## src/rtl/pid_integ_ss.sv

```systemverilog
// ---------------------------------------------------------------------------
// pid_integ_ss
// Front-end stage of the pitch PID. Clamps the incoming pitch sample to a
// 10-bit signed error and adds it into an 18-bit signed integrator. An add
// that would overflow is rejected. The block also runs the soft-start ramp
// timer that the downstream math stage uses to scale motor drive.
//
// Ports
//   clk        : system clock, rising-edge
//   rst        : synchronous reset, active-high
//   vld        : one-cycle strobe, ptch is a new sample
//   ptch[15:0] : signed pitch sample
//   rider_off  : rider not detected, clears the integrator
//   pwr_up     : drive enabled; low clears the integrator and the ramp
//   integrator : signed accumulated error (PID math input)
//   integ_vld  : one-cycle pulse, aligned with stable integrator after a sample
//   integ_ovf  : one-cycle pulse, a sample was rejected for signed overflow
//   ss_tmr     : top 8 bits of the soft-start counter
//   ss_done    : high while the soft-start FSM is in RUN
// ---------------------------------------------------------------------------
module pid_integ_ss #(
    parameter int SS_W = 27
) (
    input  logic        clk,
    input  logic        rst,
    input  logic        vld,
    input  logic [15:0] ptch,
    input  logic        rider_off,
    input  logic        pwr_up,
    output logic [17:0] integrator,
    output logic        integ_vld,
    output logic        integ_ovf,
    output logic [7:0]  ss_tmr,
    output logic        ss_done
);

    typedef enum logic [1:0] {
        ST_OFF  = 2'b00,
        ST_RAMP = 2'b01,
        ST_RUN  = 2'b10
    } ss_state_t;

    localparam logic [SS_W-1:0] SS_ONES = {SS_W{1'b1}};
    localparam logic [SS_W-1:0] SS_ONE  = {{(SS_W-1){1'b0}}, 1'b1};
    localparam logic [SS_W-1:0] SS_ZERO = {SS_W{1'b0}};

    // Integrator datapath state
    logic [17:0] integrator_q, integrator_d;
    logic        upd_q, upd_d;           // a sample was consumed last edge
    logic        ovf_pend_q, ovf_pend_d; // that sample was rejected
    logic        integ_vld_q, integ_vld_d;
    logic        integ_ovf_q, integ_ovf_d;

    // Soft-start state
    ss_state_t   state_q, state_d;
    logic [SS_W-1:0] ss_cnt_q, ss_cnt_d;
    logic        ss_done_q, ss_done_d;

    // Saturation and adder
    logic [9:0]  ptch_sat;
    logic [17:0] err_ext;
    logic [17:0] sum;
    logic        add_ovf;

    // Clamp the pitch sample into the 10-bit signed range and sign-extend it
    always_comb begin
        ptch_sat = ptch[9:0];
        if ($signed(ptch) > $signed(16'sd511)) begin
            ptch_sat = 10'h1FF;
        end else if ($signed(ptch) < $signed(-16'sd512)) begin
            ptch_sat = 10'h200;
        end else begin
            ptch_sat = ptch[9:0];
        end
    end

    assign err_ext = {{8{ptch_sat[9]}}, ptch_sat};
    assign sum     = integrator_q + err_ext;
    // Same-sign operands producing an opposite-sign result is a signed overflow
    assign add_ovf = (integrator_q[17] == err_ext[17]) && (sum[17] != integrator_q[17]);

    // Integrator next state: clear beats sample; overflow holds the value
    always_comb begin
        integrator_d = integrator_q;
        upd_d        = 1'b0;
        ovf_pend_d   = 1'b0;
        if (rider_off || !pwr_up) begin
            integrator_d = 18'h00000;
        end else if (vld) begin
            upd_d = 1'b1;
            if (add_ovf) begin
                ovf_pend_d   = 1'b1;
                integrator_d = integrator_q;
            end else begin
                integrator_d = sum;
            end
        end else begin
            integrator_d = integrator_q;
        end
    end

    // Status pulses trail the update by one edge so they line up with the
    // already-stable integrator value
    always_comb begin
        integ_vld_d = upd_q;
        integ_ovf_d = ovf_pend_q;
    end

    // Soft-start FSM next state: ramp the counter to all-ones and park there
    always_comb begin
        state_d  = state_q;
        ss_cnt_d = ss_cnt_q;
        if (!pwr_up) begin
            state_d  = ST_OFF;
            ss_cnt_d = SS_ZERO;
        end else begin
            case (state_q)
                ST_OFF: begin
                    state_d  = ST_RAMP;
                    ss_cnt_d = SS_ONE;
                end
                ST_RAMP: begin
                    if (ss_cnt_q == SS_ONES) begin
                        state_d  = ST_RUN;
                        ss_cnt_d = ss_cnt_q;
                    end else begin
                        state_d  = ST_RAMP;
                        ss_cnt_d = ss_cnt_q + SS_ONE;
                    end
                end
                ST_RUN: begin
                    state_d  = ST_RUN;
                    ss_cnt_d = SS_ONES;
                end
                default: begin
                    state_d  = ST_OFF;
                    ss_cnt_d = SS_ZERO;
                end
            endcase
        end
        ss_done_d = (state_d == ST_RUN);
    end

    // State registers with synchronous reset
    always_ff @(posedge clk) begin
        if (rst) begin
            integrator_q <= 18'h00000;
            upd_q        <= 1'b0;
            ovf_pend_q   <= 1'b0;
            integ_vld_q  <= 1'b0;
            integ_ovf_q  <= 1'b0;
            state_q      <= ST_OFF;
            ss_cnt_q     <= SS_ZERO;
            ss_done_q    <= 1'b0;
        end else begin
            integrator_q <= integrator_d;
            upd_q        <= upd_d;
            ovf_pend_q   <= ovf_pend_d;
            integ_vld_q  <= integ_vld_d;
            integ_ovf_q  <= integ_ovf_d;
            state_q      <= state_d;
            ss_cnt_q     <= ss_cnt_d;
            ss_done_q    <= ss_done_d;
        end
    end

    assign integrator = integrator_q;
    assign integ_vld  = integ_vld_q;
    assign integ_ovf  = integ_ovf_q;
    assign ss_tmr     = ss_cnt_q[SS_W-1 -: 8];
    assign ss_done    = ss_done_q;

endmodule
```

## config.mk

```make
export PLATFORM = sky130hd
export DESIGN_NAME = pid_integ_ss
export DESIGN_NICKNAME = d
export VERILOG_FILES = /design/src/rtl/pid_integ_ss.sv
export SDC_FILE = /design/constraint.sdc
export NUM_CORES = 1
export LEC_CHECK = 0
export BUFFER_PORTS_ARGS = -buffer_cell sky130_fd_sc_hd__buf_2
export CORE_AREA = 2 2 80 82
export CTS_CLUSTER_DIAMETER = 150
export DETAILED_ROUTE_END_ITERATION = 10
export DIE_AREA = 0 0 82 84
export HOLD_SLACK_MARGIN = 0.06
export PLACE_DENSITY = 0.86
export SKIP_LAST_GASP = 1
export SYNTH_ARGS = -nofsm -noshare
export SYNTH_HDL_FRONTEND = slang
export SYNTH_SLANG_ARGS = --single-unit
```

## constraint.sdc

```tcl
create_clock -name clk -period 3.05 [get_ports clk]
set_input_delay 0 -clock clk [delete_from_list [all_inputs] [get_ports clk]]
set_output_delay 0 -clock clk [all_outputs]
set_load 0.01 [all_outputs]
```

==> impl_metrics.json, run 1 <==
{
  "status": "complete, no violations",
  "p_comb_share_pct": 13.6,
  "dr_total_vias": 3008,
  "synth_seq_cells": 52,
  "max_stage_delay_ns": 0.48,
  "finalSetupViolCount": 0,
  "synth.top_cell.area_share_pct": 31.5,
  "swShare_pct": 25.0,
  "path_delay_family": "compound AO/OA/AOI/OAI gates",
  "syn_inst": 394,
  "dr.pass1.iters": 4,
  "path_clk_slew_ns": 0.09,
  "crit_type": "in2reg",
  "htree_levels": 2,
  "p_per_area_nw_per_um2": 361,
  "viasPerCell": 5.66,
  "max_freq_ghz": 0.345,
  "wl_per_cell_um": 14.3,
  "cts_buffer_depth": 2,
  "cp.required_ns": 3.28,
  "rsz0062_at_grt": "no",
  "start_kind": "input pin",
  "row_count": 29,
  "grt_pass1_vias": 2844,
  "r2r_slack_ns": 0.31,
  "hold_end": "ss_cnt_q[0]",
  "synth_top_flop_cell": "dfxtp_1",
  "ctsResizeCount": 0,
  "crit_chain": "buf_2, nor4_1, buf_4, a21oi_1, buf_4, o21a_1, ha_1, a21oi_1, o21ai_1, a221oi_4, a31oi_4, or3_1, nand3_4, mux2i_1",
  "p_int_mw": 1.04,
  "cp_slowest_cell": "or3_1",
  "period_needed_ns": 2.89,
  "max_cap_viol_count": 0,
  "clock_latency_ns": 0.31,
  "grt_pass1_wl_mm": 12.6,
  "drive_above_1_share_pct": 21.6,
  "yosys_warnings": 0,
  "cts_tree": "done",
  "tightest_slew_ns": 0.720,
  "die_h_um": 84,
  "postRouteAntennaNets": 0,
  "drv_slew": 0,
  "reg2reg_to": "integrator[14]",
  "grt_max_degree": 33,
  "clock_sinks": 52,
  "syn2layout_area_growth_pct": 16.1,
  "synth_edf_count": 0,
  "worstPathArrival_ns": 3.12,
  "die_area_um2": 6890,
  "first_iter_violations": 106,
  "grt-ovfl-total": 0,
  "synthTopCellsByArea": "dfxtp_1 32%, nand2_1 7.1%, ha_1 6.8%",
  "worst-path-max-fanout": 10,
  "synth_area_um2": 3300,
  "pwr-share-seq_pct": 50.1,
  "port_buffers": 49,
  "hp-start": "pwr_up",
  "hold_violations": 0,
  "start_util_pct": 54.1,
  "dp_hpwl_mm": 5.57,
  "fillCellCount": 522,
  "wl_mm": 7.58,
  "pwr-share-clk_pct": 36.3,
  "synth_cell_type_count": 58,
  "p_sw_mw": 0.346,
  "async_flop_share_pct": 0,
  "yosysSeqAreaShare_pct": 31.5,
  "hold_slack_ns": 0.202,
  "end_kind": "register",
  "hold_class": "in2reg",
  "ir_worst_vdd_mv": 0.221,
  "synth_most_common_cell": "nand2_1",
  "syn_nets": 434,
  "syn_area_per_cell_um2": 8.38,
  "clockRootBuffer": "clkbuf_8",
  "r2r-start": "integrator[0]",
  "gp_routability_congestion": 0.972,
  "skew_ns": 0.0117,
  "ff2ff_path_depth": 10,
  "synthTopCellsByCount": "62 x nand2_1, 52 x dfxtp_1, 34 x a21oi_1",
  "grt_use_total_pct": 22.9,
  "holdPathStages": 4,
  "final_nets": 493,
  "fin_tns_setup_ns": 0,
  "p_leak_nw": 1.66,
  "diodes": 0,
  "antenna_found_initial": 0,
  "synth_largest_area_cell": "dfxtp_1",
  "core_area_um2": 6100,
  "io_pins": 50,
  "cp_num_buf_inv": 3,
  "period_share_pct": 94.9,
  "relSlewSlack_pct": 51.9,
  "cts_made_buffers": 5,
  "drc_errors": 0,
  "dieWidth_um": 82
}
[final cells by class]
cell class	instances	area, um^2	area share (%)
multi-input combinational	313	2100	54.8
clock inverter	2	38.8	1.01
inverter	5	18.8	0.490
timing repair buffer	76	453	11.8
tap	77	96.3	2.51
sequential	52	1040	27.2
clock buffer	6	82.6	2.16
[worst reg2reg max path, delay by kind of cell, from the launching register on]
kind | cells | cell delay [ns]
compound gates | 3 | 0.59
fa+ha+maj | 2 | 0.63
buf+inv | 1 | 0.07
flops | 1 | 0.40
simple gates | 4 | 1.01
[power by group through the flow]
stage | Sequential [mW] | Clock, mW | Combinational, mW
6_report | 0.692 | 0.501 | 0.188
5_1_grt | 0.694 | 0.541 | 0.206
4_1_cts | 0.692 | 0.513 | 0.188
3_5_place_dp | 0.708 | 0 | 0.184
3_3_place_gp | 0.708 | 0 | 0.180
2_1_floorplan | 0.709 | 0 | 0.120
[timing repair]
item,4_1_cts,5_1_grt
hold buffers,2,0
setup buffers,0,0
endpoints found under the hold margin,4,0
[metal layers]
metal / routed length [um] / GRT usage [%] / part of all wire, % / up-vias
met5: 0 / 0 / 0 / -
met4: 163 / 7.58 / 2.1 / 0
met3: 317 / 4.11 / 4.2 / 18
met2: 3750 / 39.0 / 49 / 81
met1: 3360 / 28.6 / 44 / 1396
li1: - / - / - / 1513
[placed cells by master, fill, tap and decap left out, types with 5 or more instances in the layout]
cell	synthesis	layout
a21oi_1	34	34
and3_1	8	8
buf_2	3	49
buf_4	8	25
clkbuf_8	0	6
dfxtp_1	52	52
ha_1	18	18
inv_1	5	5
mux2i_1	9	9
nand2_1	62	62
nand3_1	12	12
nand4_1	11	11
nor2_1	20	20
nor2b_1	5	5
nor3_1	8	8
o21a_1	14	14
o21ai_0	9	9
xnor2_1	19	19
xor2_1	16	16
[sequential cells by signal, summed over array words and instances, names as in the netlist]
name,count
integ_vld_d,1
ss_done,1
integ_ovf_d,1
integ_vld,1
integ_ovf,1
integrator,18
ss_cnt_q,27
state_q,2
[through the flow]
stage          power (mW)  setup WS, ns  std cells  cell area [um^2]  util, %
2_1_floorplan       0.829         0.363        394              3300        -
3_3_place_gp        0.888        0.0712        521              3690     60.5
3_5_place_dp        0.892       -0.0902        521              3690     60.5
4_1_cts              1.39         0.193        531              3830     62.8
5_1_grt              1.44        0.0378        531              3830     62.8
6_report             1.38         0.155        531              3830     62.8
[worst max path at each step]
stage	to	startpoint	depth (start not counted)
6_report	integrator[7]	ptch[14]	14
5_1_grt	integrator[6]	ptch[14]	14
4_1_cts	integrator[7]	ptch[14]	14
3_5_place_dp	integrator[7]	ptch[14]	14
3_3_place_gp	integrator[10]	ptch[14]	14
2_1_floorplan	integrator[10]	ptch[14]	13
[kinds of logic after synthesis]
family,Yosys count,synth area share [%]
simple gates,151,23.4
compound gates,98,20.4
flops,52,31.5
xor+xnor,35,9.29
buf+inv,29,4.81
fa+ha+maj,19,7.43
mux,10,3.07
Power figures use the tool's default switching activity.
==> run 2, diff against run 1 <==
--- a/config.mk
+++ b/config.mk
@@ -8,10 +8,12 @@
 export BUFFER_PORTS_ARGS = -buffer_cell sky130_fd_sc_hd__buf_2
 export CORE_AREA = 2 2 80 82
 export CTS_CLUSTER_DIAMETER = 150
+export CTS_CLUSTER_SIZE = 28
 export DETAILED_ROUTE_END_ITERATION = 10
 export DIE_AREA = 0 0 82 84
 export HOLD_SLACK_MARGIN = 0.06
 export PLACE_DENSITY = 0.86
+export RECOVER_POWER = 50
 export SKIP_LAST_GASP = 1
 export SYNTH_ARGS = -nofsm -noshare
 export SYNTH_HDL_FRONTEND = slang
==> impl_metrics.json, run 2 (same netlist as run 1, synthesis figures left out) <==
{
  "status": "complete, no violations",
  "crit_chain": "buf_2, nor4_1, buf_4, a21oi_1, buf_4, o21a_1, ha_1, a21oi_1, o21ai_1, a221oi_4, a31oi_4, or3_1, nand3_4, mux2i_1",
  "fillCellCount": 537,
  "clock_latency_ns": 0.31,
  "p_comb_share_pct": 13.5,
  "cp_slowest_cell": "or3_1",
  "power_mw": 1.38,
  "antenna_found_initial": 0,
  "start_kind": "input pin",
  "dp_hpwl_mm": 5.57,
  "first_iter_violations": 103,
  "grt_max_degree": 33,
  "rsz0062_at_grt": "no",
  "p_int_mw": 1.03,
  "cts_buffer_depth": 2,
  "fin_ws_ns": 0.146,
  "swShare_pct": 25.0,
  "path_delay_family": "compound AO/OA/AOI/OAI gates",
  "clock_sinks": 52,
  "core_area_um2": 6100,
  "grt-ovfl-total": 0,
  "place_inst": 521,
  "skew_ns": 0.0106,
  "final_cell_count_no_fill": 531,
  "period_needed_ns": 2.90,
  "p_per_area_nw_per_um2": 364,
  "relSlewSlack_pct": 27.6,
  "seq_area_um2": 1040,
  "fin_tns_setup_ns": 0,
  "start_util_pct": 54.1,
  "grt.busiest_layer": "met2",
  "path_clk_slew_ns": 0.09,
  "diodes": 0,
  "viasPerCell": 5.64,
  "met3_usage_pct": 4.11,
  "post_cts_buffers": 0,
  "cts_made_buffers": 5,
  "clockRootBuffer": "clkbuf_8",
  "wl_per_cell_um": 14.3,
  "max_cap_viol_count": 0,
  "drv_slew": 0,
  "htree_levels": 2,
  "cp.required_ns": 3.28,
  "hold_violations": 0,
  "die_h_um": 84,
  "use_met2_pct": 39.0,
  "dieWidth_um": 82,
  "crit_type": "in2reg",
  "drive_above_1_share_pct": 14.8,
  "ir_worst_vdd_mv": 0.221,
  "wl_mm": 7.59,
  "dr.pass1.iters": 4,
  "cp_num_buf_inv": 3,
  "final_common_cell": "nand2_1",
  "final_cell_mix": "62 x nand2_1, 52 x dfxtp_1, 34 x a21oi_1",
  "row_count": 29,
  "drc_errors": 0,
  "finalSetupViolCount": 0,
  "p_sw_mw": 0.345,
  "tightest_slew_ns": 1.08,
  "hold_class": "in2reg",
  "grt_use_total_pct": 22.9,
  "ctsResizeCount": 0,
  "met1_usage_pct": 28.6,
  "io_pins": 50,
  "p_leak_nw": 1.53,
  "grt_pass1_wl_mm": 12.6,
  "max_stage_delay_ns": 0.48,
  "pwr-share-seq_pct": 50.2,
  "largest-register": "ss_cnt_q",
  "pwr-share-clk_pct": 36.3,
  "die_area_um2": 6890,
  "dr_total_vias": 2994,
  "grt_pass1_vias": 2844,
  "gp_routability_congestion": 0.972,
  "final_nets": 493,
  "postRouteAntennaNets": 0,
  "period_share_pct": 95.2,
  "cts_tree": "done",
  "worstPathArrival_ns": 3.13,
  "end_kind": "register",
  "largest_reg_flops": 27,
  "worst-path-max-fanout": 10,
  "holdBufCountCts": 2,
  "max_freq_ghz": 0.344,
  "port_buffers": 49,
  "multi_input_area_um2": 2100,
  "syn2layout_area_growth_pct": 14.8,
  "place_ws_ns": -0.0902
}
-- run 2: cell types whose count changed in the layout (fill, tap and decap cells not counted), sizes merged --
cell	before	now
buf	74	44
clkbuf	6	36
-- run 2: final cells by class --
| cell class | count | share of cell area, % |
|---|---|---|
| multi-input cells | 313 | 55.3 |
| well taps | 77 | 2.54 |
| clock inverters | 2 | 1.02 |
| repair buffers | 76 | 11.0 |
| inverters | 5 | 0.495 |
| clock buffers | 6 | 2.18 |
| flip-flops and latches | 52 | 27.5 |
-- run 2: per-layer routing --
metal | vias up | wire [um]
met4 | 0 | 155
met3 | 16 | 297
li1 | 1515 | -
met1 | 1391 | 3350
met2 | 72 | 3790
met5 | - | 0
-- run 2: worst reg2reg max path: stages, from the launching register on --
cell and delay [ns]:
dfxtp_1 0.36, ha_1 0.26, nand3_1 0.24, nor3_1 0.16, and4_1 0.28, a21boi_0 0.85, buf_4 0.38, a21oi_1 0.10
-- run 2: worst paths after layout --
check,to,depth (start not counted),slack [ns],from
worst max-delay path,integrator[7],14,0.15,ptch[14]
worst min-delay path,ss_cnt_q[0],4,0.20,pwr_up
worst max register to register,ss_cnt_q[9],7,0.29,ss_cnt_q[0]
worst min register to register,integ_ovf,1,0.45,integ_ovf_d
-- run 2: power groups by stage --
stage / Clock (mW) / Sequential, mW / Combinational, mW
3_5_place_dp: 0 / 0.708 / 0.184
2_1_floorplan: 0 / 0.709 / 0.120
5_1_grt: 0.541 / 0.694 / 0.205
6_report: 0.501 / 0.693 / 0.186
4_1_cts: 0.513 / 0.692 / 0.188
3_3_place_gp: 0 / 0.708 / 0.180
-- run 2: metrics by stage --
| stage | utilization, % | area (um^2) | hold WS, ns |
|---|---|---|---|
| after floorplan | - | 3300 | 0.0716 |
| after global placement | 60.5 | 3690 | 0.191 |
| after detailed placement | 60.5 | 3690 | 0.191 |
| after CTS | 62.8 | 3830 | 0.195 |
| after global routing | 62.2 | 3790 | 0.225 |
| final | 62.2 | 3790 | 0.202 |
